[src/rtl/fetch_unit.sv]
// Instruction fetch with credit-limited prefetch FIFO, in-order memory responses and redirect flush.
// Optional perf counters (perf_fetched, perf_flushes) are built when FETCH_PERF_CNT_EN is defined.
module fetch_unit #(
   parameter logic [31:0] RESET_PC = 32'h0000_0000,
   parameter int          DEPTH    = 4
) (
   input  logic        clock,
   input  logic        reset,
   output logic        imem_req,
   output logic [31:0] imem_addr,
   input  logic        imem_valid,
   input  logic [31:0] imem_rdata,
   input  logic        redirect_valid,
   input  logic [31:0] redirect_pc,
   input  logic        dec_ready,
   output logic        inst_valid,
   output logic [31:0] inst,
   output logic [31:0] inst_pc,
   output logic [31:0] inst_pc_plus1,
   output logic        err_spurious
`ifdef FETCH_PERF_CNT_EN
   ,
   output logic [31:0] perf_fetched,
   output logic [31:0] perf_flushes
`endif
);

   localparam int AW = $clog2(DEPTH);
   localparam int CW = AW + 1;

   typedef enum logic [1:0] {BOOT, RUN, DRAIN} state_t;

   state_t        state;
   logic [31:0]   fetch_pc;
   logic [31:0]   resp_pc;
   logic [CW-1:0] outstanding;
   logic [CW-1:0] drop_cnt;
   logic [CW-1:0] count;
   logic [AW-1:0] rd_ptr;
   logic [AW-1:0] wr_ptr;
   logic [31:0]   fifo_inst [DEPTH];
   logic [31:0]   fifo_pc   [DEPTH];

   logic          rsp_ok;
   logic          push;
   logic          pop;
   logic [CW-1:0] used;
   logic [CW-1:0] drop_load;

   always_comb begin
      // A response with nothing outstanding is spurious and must not touch any state but the flag.
      rsp_ok        = imem_valid && (outstanding != '0);
      used          = count + outstanding;
      imem_req      = (state == RUN) && !redirect_valid && (used < CW'(DEPTH));
      imem_addr     = fetch_pc;
      inst_valid    = (count != '0);
      push          = rsp_ok && (drop_cnt == '0) && !redirect_valid;
      pop           = inst_valid && dec_ready && !redirect_valid;
      // Outstanding already includes responses still to be dropped, so it alone sizes the new drop window.
      drop_load     = outstanding - CW'(rsp_ok);
      inst          = inst_valid ? fifo_inst[rd_ptr] : '0;
      inst_pc       = inst_valid ? fifo_pc[rd_ptr] : '0;
      inst_pc_plus1 = inst_valid ? fifo_pc[rd_ptr] + 32'd1 : '0;
   end

   always_ff @(posedge clock) begin
      if (push) begin
         fifo_inst[wr_ptr] <= imem_rdata;
         fifo_pc[wr_ptr]   <= resp_pc;
      end
   end

   always_ff @(posedge clock) begin
      if (reset) begin
         state        <= BOOT;
         fetch_pc     <= RESET_PC;
         resp_pc      <= RESET_PC;
         outstanding  <= '0;
         drop_cnt     <= '0;
         count        <= '0;
         rd_ptr       <= '0;
         wr_ptr       <= '0;
         err_spurious <= 1'b0;
      end else begin
         outstanding <= outstanding + CW'(imem_req) - CW'(rsp_ok);
         if (imem_valid && (outstanding == '0))
            err_spurious <= 1'b1;
         if (redirect_valid) begin
            fetch_pc <= redirect_pc;
            resp_pc  <= redirect_pc;
            drop_cnt <= drop_load;
            count    <= '0;
            rd_ptr   <= '0;
            wr_ptr   <= '0;
            state    <= (drop_load != '0) ? DRAIN : RUN;
         end else begin
            if (imem_req)
               fetch_pc <= fetch_pc + 32'd1;
            if (push) begin
               resp_pc <= resp_pc + 32'd1;
               wr_ptr  <= wr_ptr + AW'(1);
            end
            if (rsp_ok && (drop_cnt != '0))
               drop_cnt <= drop_cnt - CW'(1);
            if (pop)
               rd_ptr <= rd_ptr + AW'(1);
            count <= count + CW'(push) - CW'(pop);
            case (state)
               BOOT:    state <= RUN;
               DRAIN:   if (drop_cnt == '0) state <= RUN;
               default: state <= RUN;
            endcase
         end
      end
   end

`ifdef FETCH_PERF_CNT_EN
   always_ff @(posedge clock) begin
      if (reset) begin
         perf_fetched <= '0;
         perf_flushes <= '0;
      end else begin
         perf_fetched <= perf_fetched + 32'(pop);
         perf_flushes <= perf_flushes + 32'(redirect_valid);
      end
   end
`endif

   assert property (@(posedge clock) disable iff (reset) !(push && !pop && (count == CW'(DEPTH))));

endmodule
[config.mk]
export PLATFORM = sky130hd
export DESIGN_NAME = fetch_unit
export DESIGN_NICKNAME = d
export VERILOG_FILES = /design/src/rtl/fetch_unit.sv
export SDC_FILE = /design/constraint.sdc
export NUM_CORES = 1
export LEC_CHECK = 0
export CELL_PAD_IN_SITES_DETAIL_PLACEMENT = 0
export CELL_PAD_IN_SITES_GLOBAL_PLACEMENT = 1
export CORE_MARGIN = 4
export CORE_UTILIZATION = 41
export DETAILED_ROUTE_END_ITERATION = 10
export PLACE_DENSITY_LB_ADDON = 0.12
export SYNTH_ARGS = -nofsm -noshare
export SYNTH_HDL_FRONTEND = slang
export SYNTH_SLANG_ARGS = --single-unit
[constraint.sdc]
create_clock -name clock -period 3.2 [get_ports clock]
set_input_delay 0.64 -clock clock [delete_from_list [all_inputs] [get_ports clock]]
set_output_delay 0.64 -clock clock [all_outputs]
set_load 0.005 [all_outputs]
==> flow_summary_export.csv <==
group,metric,value,unit
outcome,run_status,"complete, but fails checks",
outcome,failed_checks,"setup timing",
timing,whs,0.487,ns
synthesis,synth_area_per_cell,14.1,um2
hold_path,hold_class,"reg -> reg",
power,vdd.ir_drop.worst,329,uV
timing,worst-slew-pin-transition,0.799,ns
worst_setup_path,timing_worst_setup_path_type,"reg -> out",
timing,period_share,1.17,
global_routing,grt_pass1_wl,56900,um
floorplanning,die-width,198,um
timing,fin_worst_skew,0.0214,ns
synthesis,yosys.area.top_type,"sky130_fd_sc_hd__edfxtp_1",
synthesis,synthFlopType,"sky130_fd_sc_hd__edfxtp_1",
clock_network,cts.path.max_buffers,3,
global_routing,grt_remaining_overflow,0,
hold_path,min_delay_path_depth,2,
clock_network,clk_latency,0.53,ns
timing,rsz0062_at_grt,"yes",
power,post-layout-total-power,11200,uW
global_routing,grt_max_degree,81,
route,routed-via-count,9695,
final_layout,design.final.nets,1439,
synthesis,synth.area.top_cells,"sky130_fd_sc_hd__edfxtp_1, sky130_fd_sc_hd__dfxtp_1, sky130_fd_sc_hd__mux4_2",
final_layout,post_route_cells_drive_above_1_share,0.240,
synthesis,synth_nets,1135,
timing,clock.fmax,266,MHz
timing,timing.final.crit_period,3.76,ns
route,detail_route.first_pass.iterations,5,
synthesis,synth.distinct_cells,55,
synthesis,synth-edff-count,256,
synthesis,synth_async_sr_flop_share,0,
floorplanning,std_cell_rows,69,
floorplanning,initial_utilization,0.416,
global_routing,grt_antenna_before_repair,0,
timing,final_critical_path_setup_slack,-0.556,ns
clock_network,cts_tree,"yes",
power,power.leakage,0.00696,uW
synthesis,synth_seq_cells,338,
clock_network,tritoncts.num_buffers,38,
route,antenna_left,0,
hold_path,worstHoldStart,"err_spurious",
route,drt-vias-per-instance,5.26,
clock_network,ctsHtreeMaxLevel,2,
final_layout,postLayoutCoreUtil,0.558,
timing,setup_viol_count_final,48,
route,detail_route.wl_per_cell,19.9,um
floorplanning,floorplan.io_pins,200,
power,power-per-cell-area,560,nW/um2
worst_setup_path,setup.worst_path.end_class,"primary output",
final_layout,insertedDiodeCount,0,
synthesis,ys.warnings.count,0,
placement,place.detailed.hpwl,24600,um
worst_setup_path,worst_setup_path_start_kind,"flip-flop",
global_routing,grt_use_total,0.184,
floorplanning,floorplan.die_area,39300,um2
worst_setup_path,rr_worst_depth,10,
worst_setup_path,crit_path_max_fanout,7,
worst_setup_path,timing.critical_path.required,2.56,ns
synthesis,fraction_of_post_synthesis_cell_area_in_the_top_cell_type_by_area,0.519,
route,routed_wl,36600,um
clock_network,root_buffer,"sky130_fd_sc_hd__clkbuf_16",
final_layout,areaGrowthSynthToFinish,34.3,%
synthesis,synthesis.area,14800,um2
synthesis,synthCells,1048,
clock_network,hold_buffers,0,
timing,maxSlewViolCount,0,
placement,portBuffers,199,
clock_network,clock_sinks,338,
worst_setup_path,critical_path.reg2reg.startpoint,"count[2]",
worst_setup_path,r2r_end,"count[2]",
worst_setup_path,worst-endpoint-arrival,3.12,ns
placement,place_congestion,0.774,
route,drc,0,
global_routing,grt_pass1_vias,9872,
flow_run,maxCapViolCount,0,
floorplanning,die_height,198,um
floorplanning,core_region_area,35700,um2
clock_network,clk_pin_slew_worst_paths,0.06,ns
timing,timing_hold_violations_final,0,
worst_setup_path,setup.reg_to_reg.worst_slack,0.71,ns
synthesis,synth_sequential_area_ratio,0.629,
hold_path,hold-path-endpoint,"err_spurious",
timing,slew-limit-headroom,0.467,
route,drtIter0Drc,678,
## report_power, final
group / switching, uW / internal [uW] / total (uW)
combinational: 715 / 736 / 1450
sequential: 169 / 4950 / 5120
clock: 1750 / 2830 / 4580
## layout by cell type (no fill, tap or decap), drive strengths merged, types with 40 or more instances in the layout
cell type	netlist	final
nand4	41	41
clkbuf	39	47
nor2	44	44
clkdlybuf4s50	0	164
inv	44	45
dfxtp	82	82
edfxtp	256	256
a21oi	49	49
xor2	40	40
and2	69	69
mux4	64	64
buf	15	137
## metal layers
| layer | vias up | GRT usage | share of wire |
|---|---|---|---|
| met2 | 269 | 0.289 | 0.46 |
| met3 | 50 | 0.0315 | 0.054 |
| li1 | 4612 | - | - |
| met4 | 0 | 0.0434 | 0.019 |
| met1 | 4764 | 0.271 | 0.47 |
| met5 | - | 0 | 0 |
## cells by family (layout without fill, tap and decap cells)
group / count (synthesis) / count (layout) / share of synthesized area
xor+xnor: 66 / 66 / 0.0390
mux: 70 / 70 / 0.104
buf+inv: 99 / 431 / 0.0279
simple gates: 308 / 309 / 0.120
flops: 338 / 338 / 0.629
compound gates: 149 / 149 / 0.0633
fa+ha+maj: 18 / 18 / 0.0162
## what timing repair did
action	4_1_cts	5_1_grt
setup buffers	24	4
pin swaps	27	9
gates resized for setup	173	46
endpoints found under the setup margin	62	88
hold endpoints to repair	0	0
cloned	4	0
## registers in the layout, summed over array words and instances (netlist names), 2 cells and up, named ones only
| signal | flops |
|---|---|
| fifo_inst | 128 |
| fifo_pc | 128 |
| imem_addr | 32 |
| resp_pc | 32 |
| count | 3 |
| drop_cnt | 3 |
| outstanding | 3 |
| rd_ptr | 2 |
| state | 2 |
| wr_ptr | 2 |
## metrics by stage
step	instance area, um2	std cells	setup WS, ns	setup TNS (ns)
after floorplan	14800	1048	0.179	0
final	19900	1842	-0.556	-12.23
after detailed placement	18000	1742	-0.418	-4.47
after CTS	19800	1839	-0.564	-14.01
after global routing	19900	1842	-0.671	-18.16
after global placement	18000	1742	-0.417	-4.38
## worst max-delay path, cell delays in order (launching register included)
cell and delay, ns:
sky130_fd_sc_hd__dfxtp_4 0.40, sky130_fd_sc_hd__buf_12 0.16, sky130_fd_sc_hd__mux4_2 0.39, sky130_fd_sc_hd__nand3_4 0.09, sky130_fd_sc_hd__or4_4 0.59, sky130_fd_sc_hd__buf_6 0.15, sky130_fd_sc_hd__or4_4 0.50, sky130_fd_sc_hd__a21oi_2 0.16
sky130_fd_sc_hd__buf_2 0.14
## cell type report
type,instances,area (um2)
clock buffers,44,1000
clock inverters,25,334
fillers,2928,15700
inverters,45,169
multi-input cells,612,5320
flip-flops and latches,338,9340
well taps,461,577
repair buffers,317,3160
## worst max path at each step
stage,start,to,slack [ns]
global placement,flip-flop,inst_pc_plus1[28],-0.42
detailed placement,flip-flop,inst_pc_plus1[28],-0.42
CTS,flip-flop,inst_pc_plus1[28],-0.56
global route,flip-flop,inst_pc_plus1[28],-0.67
finish,flip-flop,inst_pc_plus1[28],-0.56
floorplan,flip-flop,inst_pc_plus1[28],0.18
## Yosys cell counts, types with 4 or more instances
cell type                  number
sky130_fd_sc_hd__or3_1         17
sky130_fd_sc_hd__and3_1        18
sky130_fd_sc_hd__ha_1          16
sky130_fd_sc_hd__clkbuf_1      39
sky130_fd_sc_hd__nor2_1        44
sky130_fd_sc_hd__edfxtp_1     256
sky130_fd_sc_hd__and2_1        69
sky130_fd_sc_hd__o31ai_1        7
sky130_fd_sc_hd__inv_1         44
sky130_fd_sc_hd__o21ai_0       20
sky130_fd_sc_hd__and4_1        13
sky130_fd_sc_hd__nand4_1       40
sky130_fd_sc_hd__nand2_1       34
sky130_fd_sc_hd__mux2_2         4
sky130_fd_sc_hd__dfxtp_1       82
sky130_fd_sc_hd__nor2b_1        4
sky130_fd_sc_hd__nor4_1         4
sky130_fd_sc_hd__a21boi_0      32
sky130_fd_sc_hd__or4_1          8
sky130_fd_sc_hd__xor2_1        40
sky130_fd_sc_hd__mux4_1        11
sky130_fd_sc_hd__o21bai_1      13
sky130_fd_sc_hd__xnor2_1       26
sky130_fd_sc_hd__mux4_2        53
sky130_fd_sc_hd__buf_1          6
sky130_fd_sc_hd__nand3_1       21
sky130_fd_sc_hd__a31oi_1       15
sky130_fd_sc_hd__buf_2          6
sky130_fd_sc_hd__nor3_1        19
sky130_fd_sc_hd__a21oi_1       49
sky130_fd_sc_hd__a211oi_1       5
Note: power is estimated with default switching activity, not from simulation.
